[src/rtl/hazard_ctrl.sv]
// Hazard controller for the 5-stage RV32 pipeline: execute-stage forwarding,
// load-use and long-latency scoreboard stalls, and branch flushes.
module hazard_ctrl #(
    parameter int REG_ADDR_W      = 5,
    parameter int LOAD_USE_CYCLES = 1,
    parameter bit SCOREBOARD_EN   = 1'b1,
    parameter int PERF_W          = 32
) (
    input  logic                  clk,
    input  logic                  rst_n,
    input  logic [REG_ADDR_W-1:0] rs1_d,
    input  logic [REG_ADDR_W-1:0] rs2_d,
    input  logic [REG_ADDR_W-1:0] rs1_e,
    input  logic [REG_ADDR_W-1:0] rs2_e,
    input  logic [REG_ADDR_W-1:0] rd_e,
    input  logic [REG_ADDR_W-1:0] rd_m,
    input  logic [REG_ADDR_W-1:0] rd_w,
    input  logic                  reg_write_m,
    input  logic                  reg_write_w,
    input  logic [1:0]            result_src_e,
    input  logic                  pc_src_e,
    input  logic                  long_issue_e,
    input  logic                  long_done,
    input  logic [REG_ADDR_W-1:0] long_done_rd,
    output logic [1:0]            forward_ae,
    output logic [1:0]            forward_be,
    output logic                  stall_f,
    output logic                  stall_d,
    output logic                  flush_d,
    output logic                  flush_e,
    output logic                  sb_busy,
    output logic [PERF_W-1:0]     stall_count
);

    typedef enum logic [1:0] {
        EXECUTE_RD         = 2'b00,
        WRITE_BACK_RESULT  = 2'b01,
        MEMORY_ALU_RESULT  = 2'b10
    } forward_t;

    localparam int NUM_REGS = 2 ** REG_ADDR_W;
    localparam logic [2:0] LU_RELOAD = 3'(LOAD_USE_CYCLES - 1);

    logic [2:0]          lu_cnt;
    logic [NUM_REGS-1:0] sb;
    logic [NUM_REGS-1:0] sb_next;
    logic                lu_hit, lu_stall, sb_stall, hold;
    logic                unused_src;

    assign unused_src = result_src_e[1];

    function automatic forward_t fwd_sel(input logic [REG_ADDR_W-1:0] rs);
        if (rs != '0 && rs == rd_m && reg_write_m)
            return MEMORY_ALU_RESULT;
        else if (rs != '0 && rs == rd_w && reg_write_w)
            return WRITE_BACK_RESULT;
        else
            return EXECUTE_RD;
    endfunction

    // Outputs are gated by rst_n so the pipeline sees a quiet controller during reset
    always_comb begin
        forward_ae = EXECUTE_RD;
        forward_be = EXECUTE_RD;
        if (rst_n) begin
            forward_ae = fwd_sel(rs1_e);
            forward_be = fwd_sel(rs2_e);
        end
    end

    assign lu_hit   = result_src_e[0] && rd_e != '0 && (rd_e == rs1_d || rd_e == rs2_d);
    assign lu_stall = lu_hit || lu_cnt != 3'd0;
    assign sb_stall = SCOREBOARD_EN && (sb[rs1_d] || sb[rs2_d]);
    assign hold     = rst_n && (lu_stall || sb_stall);

    assign stall_f = hold && !pc_src_e;
    assign stall_d = stall_f;
    assign flush_e = hold || (rst_n && pc_src_e);
    assign flush_d = rst_n && pc_src_e;
    assign sb_busy = |sb;

    // A taken branch squashes the in-flight load, so its remaining stall is dropped
    always_ff @(posedge clk or negedge rst_n) begin
        if (!rst_n)
            lu_cnt <= 3'd0;
        else if (pc_src_e)
            lu_cnt <= 3'd0;
        else if (lu_cnt != 3'd0)
            lu_cnt <= lu_cnt - 3'd1;
        else if (lu_hit)
            lu_cnt <= LU_RELOAD;
    end

    // Set is applied after clear: a same-cycle reissue to the retiring register stays busy
    always_comb begin
        sb_next = sb;
        if (long_done)
            sb_next[long_done_rd] = 1'b0;
        if (long_issue_e && rd_e != '0 && !flush_e)
            sb_next[rd_e] = 1'b1;
        sb_next[0] = 1'b0;
    end

    generate
        if (SCOREBOARD_EN) begin : g_sb
            always_ff @(posedge clk or negedge rst_n) begin
                if (!rst_n)
                    sb <= '0;
                else
                    sb <= sb_next;
            end
        end else begin : g_no_sb
            assign sb = '0;
        end
    endgenerate

    always_ff @(posedge clk or negedge rst_n) begin
        if (!rst_n)
            stall_count <= '0;
        else if (stall_f && stall_count != '1)
            stall_count <= stall_count + 1'b1;
    end

endmodule

[config.mk]
export PLATFORM = sky130hd
export DESIGN_NAME = hazard_ctrl
export DESIGN_NICKNAME = d
export VERILOG_FILES = /design/src/rtl/hazard_ctrl.sv
export SDC_FILE = /design/constraint.sdc
export NUM_CORES = 1
export LEC_CHECK = 0
export ABC_AREA = 1
export CAP_MARGIN = 10
export CELL_PAD_IN_SITES_DETAIL_PLACEMENT = 2
export CELL_PAD_IN_SITES_GLOBAL_PLACEMENT = 2
export CORE_ASPECT_RATIO = 0.75
export CORE_MARGIN = 3
export CORE_UTILIZATION = 31
export DETAILED_ROUTE_END_ITERATION = 10
export GPL_TIMING_DRIVEN = 0
export PLACE_DENSITY_LB_ADDON = 0.1
export SYNTH_ARGS = -nofsm -noshare
export SYNTH_HDL_FRONTEND = slang
export SYNTH_SLANG_ARGS = --single-unit
export TNS_END_PERCENT = 30
[constraint.sdc]
create_clock -name clk -period 6.05 [get_ports clk]
set_clock_uncertainty 0.05 [all_clocks]
set_input_delay 1.5125 -clock clk [delete_from_list [all_inputs] [get_ports clk]]
set_output_delay 1.5125 -clock clk [all_outputs]
set_load 0.1 [all_outputs]
==> out/metrics.yaml <==
post-route-period-util_pct: 95.5
fin_crit_ps: 5780
grt_max_degree: 54
r2r_cells: 9
relSlewSlack_pct: 34.0
grt_pass1_vias: 6572
maxCapViolations: 0
vias: 6132
register_area_um2: 1650
path_clk_slew_ps: 60
clock_path_buffers: 2
clk_latency_ps: 350
multi_input_area_um2: 3030
crit_chain: "clkdlybuf4s50_1 > inv_2 > buf_6 > nor2_1 > nand2_1 > nand2_1 > nand2_1 > nand3_1 > nand3_1 > inv_1 > nor2_1 > nand2_2 > nand2_2 > buf_4 > nand2_1 > clkdlybuf4s15_2"
critical_path_arrival_ps: 4210
holdBufCountCts: 0
pin_count: 90
power.density_nw_per_um2: 250
drv_slew: 0
layout_setup_ws_ps: 274
wl_um: 23900
setup_viol: 0
final_cell_mix: "253 x nand2_1, 79 x clkdlybuf4s50_1, 77 x inv_1"
antenna-diode-count: 0
area_delta_synth_final_pct: 27.8
rows: 40
hold_viol: 0
drcViolationCount: 0
grt_pass1_wl_um: 37300
grt.total_usage_pct: 25.9
antenna_found_initial: 0
drive_gt1_share_pct: 6.15
syn_inst: 793
post_synth.cell_area_avg_um2: 6.52
p_leak_nw: 3.16
die_w_um: 155
cts_buffers: 9
overflow: 0
core-area_um2: 16200
worstHoldStart: "lu_cnt[0]"
cts_tree: "done"
drtIter0Drc: 424
r2r_start: "stall_count[0]"
rsz0062_at_grt: "false"
place.gp.congestion: 0.932
holdPathStages: 1
reg2reg_to: "stall_count[25]"
max_freq_mhz: 173
fillers: 1966
status: "finished, final reports clean"
netlist_area_um2: 5170
detail_route.first_pass.iterations: 5
start_util_pct: 32.0
layout.nets: 939
post-route-util_pct: 40.9
final_common_cell: "nand2_1"
ys_types: 35
post-place-ws_ps: -546
detailed_place_hpwl_um: 18700
tightest_slew_ps: 986
hp-class: "reg -> reg"
cpMostUsedCell: "nand2_1"
die_y_um: 118
holdWs_ps: 441
critical_path_class: "in -> out"
post-cts-setup-buffers: 0
hold_end: "lu_cnt[0]"
clock-sinks: 66
wl_per_cell_um: 21.6
ant_nets: 0
port_buffers: 84
cp-end-kind: "output port"
yosysWarnings: 0
ir_drop_mv: 0.119
cp_max_fo: 10
viasPerCell: 5.55
yosysSeqAreaShare_pct: 31.9
slowest_delay_ps: 720
crit_path_start_kind: "primary input"
dieArea_um2: 18300
crit_slowest_cell: "clkdlybuf4s50_1"
syn-num-nets: 843
ys_seq_elements: 66
root_buffer: "clkbuf_16"
cp_data_required_time_ps: 4490
htree_levels: 3
cts_resized: 9
ff2ff_setup_slack_ps: 3560
sequential cells by signal, indices dropped and copies added, names as in the netlist:
name and flops:
stall_count 32, lu_cnt 3, sb 31
routing by layer:
layer	part of all wire, %	vias to the layer above	global-route usage (%)	routed length [um]
met4	0.50	0	3.25	119
li1	-	2822	-	-
met3	4.7	12	3.56	1130
met1	50	3114	39.5	11900
met5	0	-	0	0
met2	45	184	39.8	10700
how the worst max path moves through the flow:
stage	to	cells after the start	from	slack (ps)
4_1_cts	stall_f	15	rs1_d[1]	10
5_1_grt	flush_e	16	rs2_d[1]	90
2_1_floorplan	stall_f	15	rs1_d[0]	50
3_5_place_dp	stall_f	15	rs1_d[1]	-550
6_report	flush_e	16	rs2_d[1]	270
3_3_place_gp	forward_be[0]	5	rst_n	-2280
critical path: cells and delay by family:
kind | cells | cell delay, ps
AND/OR/NAND/NOR | 10 | 860
buffers and inverters | 6 | 1830
through the flow:
stage	cell area, um^2	total power, W	instances	TNS, ps
5_1_grt	6610	0.00174	1104	0
2_1_floorplan	5180	0.000891	793	0
4_1_cts	6610	0.00166	1104	0
3_5_place_dp	6300	0.00110	1088	-1400
6_report	6610	0.00165	1104	0
3_3_place_gp	6280	0.00107	1087	-16170
area by class of cell:
| class | count | share of cell area (%) |
|---|---|---|
| repair buffers | 85 | 13.0 |
| clock inverters | 6 | 1.00 |
| plain buffers | 34 | 2.92 |
| multi-input cells | 613 | 45.9 |
| inverters | 80 | 4.54 |
| flip-flops and latches | 66 | 25.0 |
| clock buffers | 10 | 3.62 |
| well taps | 210 | 3.98 |
synth_stat cells:
master / number / area, um^2
a2111oi_0: 1 / 8.76
a211oi_1: 1 / 7.51
a21oi_1: 5 / 25.0
and2_1: 1 / 6.26
buf_1: 2 / 7.51
buf_2: 12 / 60.1
buf_4: 5 / 37.5
buf_6: 4 / 45.0
clkbuf_1: 11 / 41.3
dfrtp_1: 66 / 1650
ha_1: 1 / 12.5
inv_1: 77 / 289
inv_2: 3 / 11.3
nand2_1: 253 / 950
nand2_2: 2 / 12.5
nand3_1: 71 / 355
nand3_2: 1 / 10.0
nand4_1: 73 / 457
nand4_4: 1 / 21.3
nor2_1: 72 / 270
nor2_2: 1 / 6.26
nor2_4: 1 / 11.3
nor3_1: 18 / 90.1
nor3b_1: 1 / 7.51
nor4_1: 20 / 125
nor4_2: 1 / 12.5
o2111ai_1: 1 / 8.76
o211ai_1: 6 / 45.0
o21ai_0: 32 / 160
o21ai_1: 2 / 10.0
o21bai_1: 1 / 7.51
o22ai_1: 1 / 6.26
or2_2: 1 / 6.26
xnor2_1: 14 / 123
xor2_1: 31 / 272
logic make-up after synthesis:
logic type / count (synthesis) / synth area share, %
simple gates: 517 / 45.3
buf+inv: 114 / 9.51
flops: 66 / 31.9
compound gates: 50 / 5.40
xor+xnor: 45 / 7.62
fa+ha+maj: 1 / 0.242
power breakdown:
part	switching [W]	internal [W]	total [W]
clock	0.000223	0.000331	0.000554
combinational	0.000376	0.000156	0.000531
sequential	0.0000691	0.000500	0.000569
Note: power is estimated with default switching activity, not from simulation.
